==> config.mk <==
export PLATFORM = sky130hd
export DESIGN_NAME = reg_file_scoreboard
export DESIGN_NICKNAME = d
export VERILOG_FILES = /design/src/rtl/reg_file_pkg.sv /design/src/rtl/reg_file_clear_seq.sv /design/src/rtl/reg_file_scoreboard.sv
export SDC_FILE = /design/constraint.sdc
export NUM_CORES = 1
export LEC_CHECK = 0
export ABC_AREA = 1
export CAP_MARGIN = 25
export CELL_PAD_IN_SITES_DETAIL_PLACEMENT = 1
export CELL_PAD_IN_SITES_GLOBAL_PLACEMENT = 1
export CORE_ASPECT_RATIO = 1.5
export CORE_MARGIN = 2
export CORE_UTILIZATION = 40
export CTS_CLUSTER_SIZE = 20
export DETAILED_ROUTE_END_ITERATION = 16
export GPL_ROUTABILITY_DRIVEN = 0
export PLACE_DENSITY = 0.84
export SYNTH_ARGS = -nofsm -noshare
export SYNTH_HDL_FRONTEND = slang
export SYNTH_HIERARCHICAL = 1
export SYNTH_SLANG_ARGS = --single-unit
==> constraint.sdc <==
create_clock -name Clock -period 1.75 [get_ports Clock]
set_input_delay 0.35 -clock Clock [delete_from_list [all_inputs] [get_ports Clock]]
set_output_delay 0.35 -clock Clock [all_outputs]
set_load 0.05 [all_outputs]
==> src/rtl/reg_file_pkg.sv <==
// Shared types and defaults for the register file with pending-write scoreboard.
// No logic here; the clear sequencer and the top both import this package.
// The sequencer and the top use the clear-state enum. The defaults size both modules.
package reg_file_pkg;

    localparam int DEFAULT_WIDTH = 16;
    localparam int DEFAULT_DEPTH = 4;

    typedef enum logic [1:0] {
        CLR_IDLE  = 2'd0,
        CLR_CLEAR = 2'd1,
        CLR_DONE  = 2'd2
    } clr_state_t;

endpackage

==> src/rtl/reg_file_clear_seq.sv <==
// Bulk-clear sequencer: walks an index over every register, one entry per cycle.
// Latency: busy for DEPTH cycles after the start edge, then a one-cycle done pulse.
// No backpressure: a start request seen outside IDLE is dropped, not queued.
module reg_file_clear_seq
    import reg_file_pkg::*;
#(
    parameter  int DEPTH = DEFAULT_DEPTH,
    localparam int AW    = $clog2(DEPTH)
) (
    input  logic          Clock,
    input  logic          Reset_n,
    input  logic          start,
    output logic          busy,
    output logic          done,
    output logic [AW-1:0] idx
);

    localparam logic [AW-1:0] LAST_IDX = AW'(DEPTH - 1);

    clr_state_t state;
    clr_state_t state_nxt;

    always_comb begin
        state_nxt = state;
        case (state)
            CLR_IDLE:  if (start) state_nxt = CLR_CLEAR;
            CLR_CLEAR: if (idx == LAST_IDX) state_nxt = CLR_DONE;
            CLR_DONE:  state_nxt = CLR_IDLE;
            default:   state_nxt = CLR_IDLE;
        endcase
    end

    // busy/done come straight from flops so downstream sees glitch-free status.
    always_ff @(posedge Clock or negedge Reset_n) begin
        if (!Reset_n) begin
            state <= CLR_IDLE;
            idx   <= '0;
            busy  <= 1'b0;
            done  <= 1'b0;
        end else begin
            state <= state_nxt;
            busy  <= (state_nxt == CLR_CLEAR);
            done  <= (state_nxt == CLR_DONE);
            if (state == CLR_IDLE && start) begin
                idx <= '0;
            end else if (state == CLR_CLEAR) begin
                idx <= idx + AW'(1);
            end
        end
    end

endmodule

==> src/rtl/reg_file_scoreboard.sv <==
// Two-read/one-write register file with per-entry pending bits and write-through bypass.
// Latency: reads combinational; writes/reserves take effect at the next rising edge.
// No backpressure: writes and reserves issued while a bulk clear runs are discarded.
module reg_file_scoreboard
    import reg_file_pkg::*;
#(
    parameter  int WIDTH    = DEFAULT_WIDTH,
    parameter  int DEPTH    = DEFAULT_DEPTH,
    parameter  bit ZERO_REG = 1'b0,
    localparam int AW       = $clog2(DEPTH)
) (
    input  logic             Clock,
    input  logic             Reset_n,
    input  logic             Write_Enable,
    input  logic [AW-1:0]    Write_Address,
    input  logic [WIDTH-1:0] Write_Data,
    input  logic             Reserve_Enable,
    input  logic [AW-1:0]    Reserve_Address,
    input  logic [AW-1:0]    Read_Address1,
    input  logic [AW-1:0]    Read_Address2,
    output logic [WIDTH-1:0] Read_Data1,
    output logic [WIDTH-1:0] Read_Data2,
    output logic             Read_Ready1,
    output logic             Read_Ready2,
    input  logic             Clear_Start,
    output logic             Clear_Busy,
    output logic             Clear_Done
);

    logic [WIDTH-1:0] regs [DEPTH];
    logic [DEPTH-1:0] busy;

    logic          clr_busy;
    logic [AW-1:0] clr_idx;
    logic          we_eff;
    logic          rsv_eff;

    reg_file_clear_seq #(
        .DEPTH (DEPTH)
    ) u_clear_seq (
        .Clock   (Clock),
        .Reset_n (Reset_n),
        .start   (Clear_Start),
        .busy    (clr_busy),
        .done    (Clear_Done),
        .idx     (clr_idx)
    );

    assign Clear_Busy = clr_busy;

    // A hardwired-zero register 0 swallows writes and reserves aimed at it.
    assign we_eff  = Write_Enable && !clr_busy &&
                     !(ZERO_REG && (Write_Address == '0));
    assign rsv_eff = Reserve_Enable && !clr_busy &&
                     !(ZERO_REG && (Reserve_Address == '0));

    // Reserve is applied after write so a same-address pair leaves the entry pending.
    always_ff @(posedge Clock or negedge Reset_n) begin
        if (!Reset_n) begin
            for (int i = 0; i < DEPTH; i++) begin
                regs[i] <= '0;
            end
            busy <= '0;
        end else if (clr_busy) begin
            regs[clr_idx] <= '0;
            busy[clr_idx] <= 1'b0;
        end else begin
            if (we_eff) begin
                regs[Write_Address] <= Write_Data;
                busy[Write_Address] <= 1'b0;
            end
            if (rsv_eff) begin
                busy[Reserve_Address] <= 1'b1;
            end
        end
    end

    logic [AW-1:0]    raddr [2];
    logic [WIDTH-1:0] rdata [2];
    logic             rrdy  [2];

    assign raddr[0] = Read_Address1;
    assign raddr[1] = Read_Address2;

    always_comb begin
        for (int p = 0; p < 2; p++) begin
            rdata[p] = regs[raddr[p]];
            rrdy[p]  = !busy[raddr[p]];
            if (ZERO_REG && (raddr[p] == '0)) begin
                rdata[p] = '0;
                rrdy[p]  = 1'b1;
            end else if (we_eff && (Write_Address == raddr[p])) begin
                rdata[p] = Write_Data;
                rrdy[p]  = 1'b1;
            end
        end
    end

    assign Read_Data1  = rdata[0];
    assign Read_Data2  = rdata[1];
    assign Read_Ready1 = rrdy[0];
    assign Read_Ready2 = rrdy[1];

endmodule

After elaboration in Yosys (flattened, before gate mapping)
Index checks and enable logic that the tools add are counted.
{"block": "op_classes", "n_eq_ne": 6, "n_reduce_logical": 16, "n_addsub": 1, "order_cmp": 14, "n_mux": 36, "n_bitwise": 11}
{"cell": "$mux W16", "count": 8}
{"cell": "$mux W64", "count": 2}
{"cell": "$and A64 B64 Y64", "count": 1}
{"cell": "$bmux W16 S2", "count": 2}
{"cell": "$bwmux W64", "count": 1}
{"cell": "$demux W16 S2", "count": 2}
{"cell": "$not A64 Y64", "count": 1}
{"cell": "$mux W4", "count": 4}
{"cell": "$lt A2 B3 Y1 const B", "count": 5}
{"cell": "$ge A3 B3 Y1 const B", "count": 4}
{"cell": "$not A2 Y3", "count": 4}
{"cell": "$logic_and A1 B1 Y1", "count": 10}
{"cell": "$and A4 B4 Y4", "count": 2}
{"cell": "$mux W2", "count": 4}
{"cell": "$not A4 Y4", "count": 2}
{"cell": "$mux W1", "count": 7}
{"cell": "$demux W1 S2", "count": 3}
{"cell": "$ge A2 B1 Y1 const B", "count": 3}
{"cell": "$lt A3 B1 Y1 const B", "count": 2}
{"cell": "$bmux W1 S2", "count": 2}
{"cell": "$eq A2 B1 Y1 const B", "count": 2}
{"cell": "$eq A2 B2 Y1", "count": 2}
{"cell": "$eq A2 B2 Y1 const B", "count": 2}
{"cell": "$or A4 B4 Y4", "count": 1}
{"cell": "other kinds (5)", "count": 8}
{"block": "word_totals", "elab_cells": 93, "register_bits": 74, "out_inout_bits": 36}

Longest topological paths before layout
Gate-level depths: netlist (run 1).
{"block": "logic_depth", "depth_word": 11, "depth_mapped": 8, "ltp_nobuf": 7}

Cells and area by module
The synthesis (run 1) kept the hierarchy.
{"module": "reg_file_scoreboard", "n_inst": 1, "cells_per_inst": 701, "area_each_um2": 4643.2, "seq_area_each_um2": 1701.6}
{"module": "reg_file_clear_seq", "n_inst": 1, "cells_per_inst": 24, "area_each_um2": 237.7, "seq_area_each_um2": 150.1}

Worst setup path after synthesis (run 1)
No wires, ideal clock.
{"block": "synth_timing", "kind": "reg-to-output", "from": "reg u_clear_seq.busy", "to": "out Read_Data1[0]", "stages_incl_launch_ff": 8, "n_path_buf": 1, "t_required_ns": 1.400, "setup_slack_ns": -0.226, "arrival_ns": 1.626, "cell_sequence": "dfrtp_1 inv_2 nand2_4 inv_6 nand3_4 buf_6 nand2_1 nand2_1"}
{"block": "synth_between", "elab_chain_cells": 4}
{"item": "start: declaration", "line": "reg_file_clear_seq.sv:13", "source": "output logic busy,"}
{"item": "start signal: assignment", "line": "reg_file_clear_seq.sv:42", "source": "busy <= (state_nxt == CLR_CLEAR);"}
{"item": "$logic_not A1 Y1", "line": "reg_file_scoreboard.sv:52", "source": "assign we_eff = Write_Enable && !clr_busy &&"}
{"item": "$logic_and A1 B1 Y1", "line": "reg_file_scoreboard.sv:52"}
{"item": "$logic_and A1 B1 Y1", "line": "reg_file_scoreboard.sv:92", "source": "end else if (we_eff && (Write_Address == raddr[p])) begin"}
{"item": "$mux W16", "line": "reg_file_scoreboard.sv:92"}
{"item": "end: declaration", "line": "reg_file_scoreboard.sv:21", "source": "output logic [WIDTH-1:0] Read_Data1,"}
No other way between the ends.

Worst setup path in the final report (run 1)
{"block": "layout_timing", "from": "in Read_Address2[1]", "to": "out Read_Data2[11]"}
{"block": "layout_between", "elab_chain_cells": 5, "elab_cells_between_ends": 7, "classes_between": "1 x eq/ne; 4 x mux; 1 x bitwise; 1 x reduce/logical"}
{"item": "start: declaration", "line": "reg_file_scoreboard.sv:20", "source": "input logic [AW-1:0] Read_Address2,"}
{"item": "$not A2 Y3 (implied by the code)", "line": "reg_file_scoreboard.sv:87", "source": "rdata[p] = regs[raddr[p]];"}
{"item": "$bmux W16 S2", "line": "reg_file_scoreboard.sv:87"}
{"item": "$mux W16 (implied by the code) (2 in a row)", "line": "reg_file_scoreboard.sv:87"}
{"item": "$mux W16 *", "line": "reg_file_scoreboard.sv:92"}
{"item": "end: declaration", "line": "reg_file_scoreboard.sv:22", "source": "output logic [WIDTH-1:0] Read_Data2,"}
Mark *: on every way between the ends. The rest lies on a longest branch, timed or not. The select of a mux whose other input is x is not followed.

==> results.sh, run 1 <==
export IMPL_status="complete, but fails checks"
export IMPL_violations="negative setup slack"
export IMPL_final_area_mm2=0.00708
export IMPL_worst_setup_path_start_kind="primary input"
export IMPL_synthCells=725
export IMPL_leakage_nw=3.60
export IMPL_setup_tns_ps=-6010
export IMPL_ys_seq_area_frac=0.379
export IMPL_grtUsageTotal=0.363
export IMPL_multi_input_area_mm2=0.00267
export IMPL_drtAntennaViolNets=0
export IMPL_yosys_area_share_simple=0.399
export IMPL_regArea_mm2=0.00185
export IMPL_worstPathRequired_ps=1400
export IMPL_worstPathMaxFanout=17
export IMPL_grt_pass1_wl_mm=35.7
export IMPL_nets=862
export IMPL_tightest_slew_ps=494
export IMPL_rsz0062_at_grt="true"
export IMPL_grt_pass1_vias=6610
export IMPL_dpl_hpwl_mm=14.7
export IMPL_min_path_type="primary input to asynchronous set/reset pin"
export IMPL_dpl_cell_area_mm2=0.00650
export IMPL_async_flop_share=1.00
export IMPL_ys_types=23
export IMPL_slew_violations=0
export IMPL_vias=6005
export IMPL_setup_viol=34
export IMPL_root_buffer="clkbuf_16"
export IMPL_antenna_found_initial=0
export IMPL_r2r_end="regs[16]"
export IMPL_syn_num_nets=755
export IMPL_cts_tree="built"
export IMPL_skew_ps=6.85
export IMPL_r2r_start="u_clear_seq/busy"
export IMPL_yosys_area_share_xor_xnor=0
export IMPL_routed_wl_mm=23.6
export IMPL_synth_top_area_frac=0.379
export IMPL_fin_cells=990
export IMPL_hold_viol=0
export IMPL_rrSetupSlack_ps=250
export IMPL_rows=49
export IMPL_synth_top_area_cell="dfrtp_1"
export IMPL_p_sw_mw=4.89
export IMPL_drive_gt1_frac=0.282
export IMPL_overflow=0
export IMPL_area_delta_synth_final_pct=45.0
export IMPL_end_kind="output pin"
export IMPL_synth_area_leaders="dfrtp_1 38%, nand2_1 24%, nand3_1 7.5%"
export IMPL_htree_levels=3
export IMPL_layout_setup_ws_ps=-213
export IMPL_synth_top_family_by_area="simple AND/OR/NAND/NOR gates"
export IMPL_final_core_util=0.592
export IMPL_grt_max_degree=33
export IMPL_place_inst=968
export IMPL_cts_buffers=9
export IMPL_power_internal_mw=5.98
export IMPL_fin_crit_ps=1960
export IMPL_cp_arrival_ps=1610
export IMPL_dieWidth_um=94.2
export IMPL_fmax_ghz=0.509
export IMPL_power_mw=10.9
export IMPL_powerDensity_mw_per_mm2=1540
export IMPL_synth_compound_area_frac=0.103
export IMPL_viasPerCell=6.07
export IMPL_relSlewSlack=0.671
export IMPL_drt_first_pass_iters=5
export IMPL_diodes=0
export IMPL_fp_coreArea_mm2=0.0120
export IMPL_boundaryPins=65
export IMPL_combPwrFrac=0.549
export IMPL_path_clk_slew_ps=60
export IMPL_ff2ff_path_depth=8
export IMPL_p_sw_frac=0.450
export IMPL_clock_latency_ps=350
export IMPL_seqPwrFrac=0.245
export IMPL_synth_seq_cells=74
export IMPL_port_buffer_count=64
export IMPL_cap_violations=0
export IMPL_yosysWarnings=6
export IMPL_die_area_mm2=0.0131
export IMPL_initial_core_util=0.408
export IMPL_drt_initial_drc_count=502
export IMPL_fillers=1474
export IMPL_ys_top_cells_by_count="316 x nand2_1, 77 x inv_1, 74 x dfrtp_1"
export IMPL_synthAdderAreaFrac=0.00256
export IMPL_drc_errors=0
export IMPL_synth_area_mm2=0.00488
export IMPL_crit_type="primary input to output pin"
export IMPL_clock_sinks=74
export IMPL_yosysMostFrequentCell="nand2_1"
export IMPL_wl_per_cell_um=23.9
export IMPL_cts_max_path_buffers=2
export IMPL_die_y_um=139
export IMPL_min_period_over_period=1.12
export IMPL_synthMuxAreaShare=0
export IMPL_synth_main_ff_cell="dfrtp_1"
export IMPL_vdd_drop_max_uv=784
export IMPL_synth_edff_count=0
export IMPL_pwr_share_clk=0.206
export IMPL_avgSynthCellArea_um2=6.73
==> registers in the layout, summed over array words and instances, names as in the netlist <==
register and count:
regs 64, busy 4, u_clear_seq/idx 2, u_clear_seq/state 2
u_clear_seq/busy 1, u_clear_seq/done 1
==> layout by cell type, fill, tap and decap left out, drive strengths merged <==
master	count
nand2	330
buf	101
inv	87
nand3	78
dfrtp	74
o21ai	66
nand4	33
clkdlybuf4s50	20
clkbuf	13
nor2	12
a21oi	6
o211ai	4
clkdlybuf4s15	4
bufinv	3
dlygate4sd2	2
clkinv	2
dlygate4sd3	1
ha	1
==> cells by family (layout without fill, tap and decap cells) <==
| logic type | count (synthesis) | count (layout) |
|---|---|---|
| adder cells (fa/ha/maj) | 1 | 1 |
| AND/OR/NAND/NOR | 450 | 453 |
| flip-flops | 74 | 74 |
| buffers and inverters | 124 | 233 |
| AO/OA/AOI/OAI | 76 | 76 |
==> final cells by class <==
cell class                 count  share of cell area
clock buffer                  12              0.0348
clock inverter                 4              0.0140
inverter                      87              0.0497
multi-input combinational    530               0.377
sequential                    74               0.262
tap                          153              0.0270
timing repair buffer         129               0.235
timing repair inverter         1            0.000884
==> through the flow <==
stage	hold slack, ps	worst slack [ps]
floorplan	54.4	-99.6
global placement	326	-425
detailed placement	334	-530
CTS	524	-167
global route	552	-259
finish	517	-213
==> critical path, stage by stage <==
cell           delay [ps]
dlygate4sd2_1         350
buf_4                 320
nand3_1               160
nand2_1               150
nand2_4                60
nand2_4                80
buf_12                130
==> routing by layer <==
metal	global-route usage	wire, um	up-vias	share of wire
li1	-	-	2511	-
met1	0.403	7950	2898	0.34
met2	0.594	11700	426	0.49
met3	0.0801	1950	170	0.083
met4	0.277	2040	0	0.086
met5	0	0	-	0
==> worst max path at each step <==
stage / start / to / slack, ps / depth (start not counted)
6_report: Read_Address2[1] / Read_Data2[11] / -210 / 7
3_3_place_gp: Read_Address2[0] / Read_Data2[5] / -430 / 8
4_1_cts: u_clear_seq/busy / Read_Data1[14] / -170 / 7
3_5_place_dp: Write_Address[1] / Read_Data1[8] / -530 / 8
5_1_grt: Read_Address2[1] / Read_Data2[11] / -260 / 7
2_1_floorplan: u_clear_seq/busy / Read_Data1[0] / -100 / 6
==> repair_timing <==
action	in CTS	in global routing
gates cloned	4	0
pin swaps	19	13
hold endpoints to repair	29	0
gates resized for setup	47	25
hold buffers	1	0
setup endpoints to repair	34	34
buffers inserted	1	0
==> power by group through the flow <==
stage | sequential (mW) | combinational [mW] | clock [mW]
after floorplan | 2.61 | 3.08 | 0
after global placement | 2.58 | 5.26 | 0
after detailed placement | 2.64 | 5.52 | 0
after CTS | 2.62 | 5.76 | 2.21
after global routing | 2.69 | 6.30 | 2.30
final | 2.66 | 5.97 | 2.24
No activity file was read; power rests on OpenSTA's default activity.
==> run 2: changes to the inputs <==
--- a/config.mk
+++ b/config.mk
@@ -10,7 +10,6 @@
 export CELL_PAD_IN_SITES_DETAIL_PLACEMENT = 1
 export CELL_PAD_IN_SITES_GLOBAL_PLACEMENT = 1
 export CORE_ASPECT_RATIO = 1.5
-export CORE_MARGIN = 2
 export CORE_UTILIZATION = 40
 export CTS_CLUSTER_SIZE = 20
 export DETAILED_ROUTE_END_ITERATION = 16
==> run 2 against run 1 <==
Against the previous run:
- the flow still finishes with violations (negative setup slack)
- power is 2.2% higher
- clock power is 7% lower
- global-route usage is 4.0 points higher
- combinational power is 6.7% higher
- highest routed layer is now met5
==> results.sh, run 2 (synthesis gave the netlist of run 1 again) <==
export IMPL_status="complete, but fails checks"
export IMPL_violations="negative setup slack"
export IMPL_place_inst=968
export IMPL_setup_tns_ps=-6520
export IMPL_viasPerCell=6.39
export IMPL_routed_wl_mm=26.4
export IMPL_drt_first_pass_iters=6
export IMPL_nets=866
export IMPL_initial_core_util=0.408
export IMPL_combPwrFrac=0.574
export IMPL_vdd_drop_max_uv=831
export IMPL_rsz0062_at_grt="true"
export IMPL_rows=49
export IMPL_overflow=0
export IMPL_crit_path_frequent_cell="buf_12"
export IMPL_cts_tree="built"
export IMPL_die_y_um=137
export IMPL_clock_latency_ps=350
export IMPL_path_clk_slew_ps=60
export IMPL_min_path_type="primary input to asynchronous set/reset pin"
export IMPL_dpl_cell_area_mm2=0.00656
export IMPL_cp_arrival_ps=1660
export IMPL_fin_crit_ps=2010
export IMPL_layout_cells_most_common="nand2_1"
export IMPL_crit_buf_inv=4
export IMPL_r2r_end="regs[33]"
export IMPL_drt_initial_drc_count=743
export IMPL_max_stage_delay_ps=410
export IMPL_skew_ps=6.16
export IMPL_tightest_slew_ps=431
export IMPL_relSlewSlack=0.713
export IMPL_antenna_found_initial=1
export IMPL_rrSetupSlack_ps=30
export IMPL_vias=6352
export IMPL_worstPathCellList="inv_2 -> nand2_4 -> clkinv_8 -> buf_12 -> nand4_1 -> nand2_2 -> buf_12"
export IMPL_min_period_over_period=1.15
export IMPL_drive_gt1_frac=0.308
export IMPL_crit_type="flip-flop to output pin"
export IMPL_worstPathMaxFanout=17
export IMPL_wl_per_cell_um=26.6
export IMPL_fmax_ghz=0.497
export IMPL_end_kind="output pin"
export IMPL_cap_violations=0
export IMPL_leakage_nw=3.65
export IMPL_htree_levels=3
export IMPL_slew_violations=0
export IMPL_grtUsageTotal=0.403
export IMPL_r2r_start="u_clear_seq/busy"
export IMPL_worst_setup_path_start_kind="flip-flop"
export IMPL_max_flop_register="regs"
export IMPL_setup_viol=34
export IMPL_die_area_mm2=0.0127
export IMPL_cpLargestDelayFamily="buffers and inverters"
export IMPL_largest_reg_flops=64
export IMPL_power_internal_mw=5.96
export IMPL_grt_pass1_vias=6813
export IMPL_mostFrequentLayoutCells="249 x nand2_1, 73 x inv_1, 73 x nand3_1, 73 x dfrtp_1, 55 x nand2_2"
export IMPL_boundaryPins=65
export IMPL_dieWidth_um=92.2
export IMPL_clock_sinks=74
export IMPL_fp_coreArea_mm2=0.0120
export IMPL_p_sw_mw=5.15
export IMPL_powerDensity_mw_per_mm2=1530
export IMPL_cts_max_path_buffers=2
export IMPL_root_buffer="clkbuf_16"
export IMPL_seqPwrFrac=0.239
export IMPL_worstPathRequired_ps=1400
export IMPL_p_sw_frac=0.463
export IMPL_drtAntennaViolNets=0
export IMPL_crit_cells=7
export IMPL_ff2ff_path_depth=10
export IMPL_diodes=0
export IMPL_grt_pass1_wl_mm=37.7
export IMPL_dpl_hpwl_mm=14.8
export IMPL_pwr_share_clk=0.188
export IMPL_fin_cells=994
export IMPL_port_buffer_count=64
export IMPL_layout_setup_ws_ps=-260
export IMPL_cts_buffers=9
export IMPL_area_delta_synth_final_pct=49.0
export IMPL_grt_max_degree=45
export IMPL_reg_top3="regs (64), busy (4)"
export IMPL_drc_errors=0
export IMPL_final_area_mm2=0.00727
export IMPL_hold_ws_ps=487
export IMPL_slowest_stage="dfrtp_2"
export IMPL_hold_viol=0
## run 2: cell count changes in the layout (fill, tap and decap cells not counted), sizes merged
| cell | previous run | this run |
|---|---|---|
| nand3 | 78 | 77 |
| dlygate4sd2 | 2 | 1 |
| clkinvlp | 0 | 2 |
| clkdlybuf4s15 | 4 | 1 |
| bufinv | 3 | 2 |
| clkinv | 2 | 3 |
| buf | 101 | 108 |
## run 2: through the flow
stage               utilization  power, mW  setup WS (ps)
floorplan                     -       5.69          -99.6
global placement          0.549       7.93           -483
detailed placement        0.549       8.25           -575
CTS                       0.594       10.6           -199
global route              0.608       11.5           -270
finish                    0.608       11.1           -260
## run 2: area by class of cell
cell class	count	area, um2
repair buffers	135	1750
fillers	1459	4680
clock buffers	9	225
clock inverters	7	101
multi-input cells	529	2790
flip-flops and latches	74	1850
well taps	153	191
inverters	87	362
## run 2: power groups by stage
stage	sequential, mW	combinational, mW	clock (mW)
3_3_place_gp	2.58	5.36	0
3_5_place_dp	2.63	5.61	0
6_report	2.65	6.37	2.08
2_1_floorplan	2.61	3.08	0
4_1_cts	2.61	5.87	2.08
5_1_grt	2.70	6.65	2.15
## run 2: worst max-delay path by stage
stage	from	endpoint	slack, ps
2_1_floorplan	u_clear_seq/busy	Read_Data1[0]	-100
3_3_place_gp	Read_Address1[0]	Read_Data1[13]	-480
3_5_place_dp	Read_Address2[0]	Read_Data2[11]	-570
4_1_cts	u_clear_seq/busy	Read_Data2[10]	-200
5_1_grt	u_clear_seq/busy	Read_Data2[0]	-270
6_report	u_clear_seq/busy	Read_Data1[1]	-260
## run 2: per-layer routing
metal  share of wire  global-route usage
met5         0.00030                   0
met4           0.095               0.360
met3           0.089              0.0911
met2            0.48               0.671
met1            0.34               0.426
## run 2: timing repair
item / 4_1_cts / 5_1_grt
hold endpoints to repair: 30 / 0
setup buffers: 4 / 3
hold buffers: 1 / 0
resized for setup: 56 / 56
endpoints found under the setup margin: 34 / 34
pin swaps: 13 / 15
gates cloned: 1 / 1
## run 2: worst register-to-register path, stage by stage (launching register included)
cell      delay, ps
dfrtp_2         370
inv_2            60
nand2_4          90
clkinv_8         90
buf_12          160
buf_4           140
buf_4           150
nand2_4          90
nand2_2         110
buf_12          170
o21ai_0         200
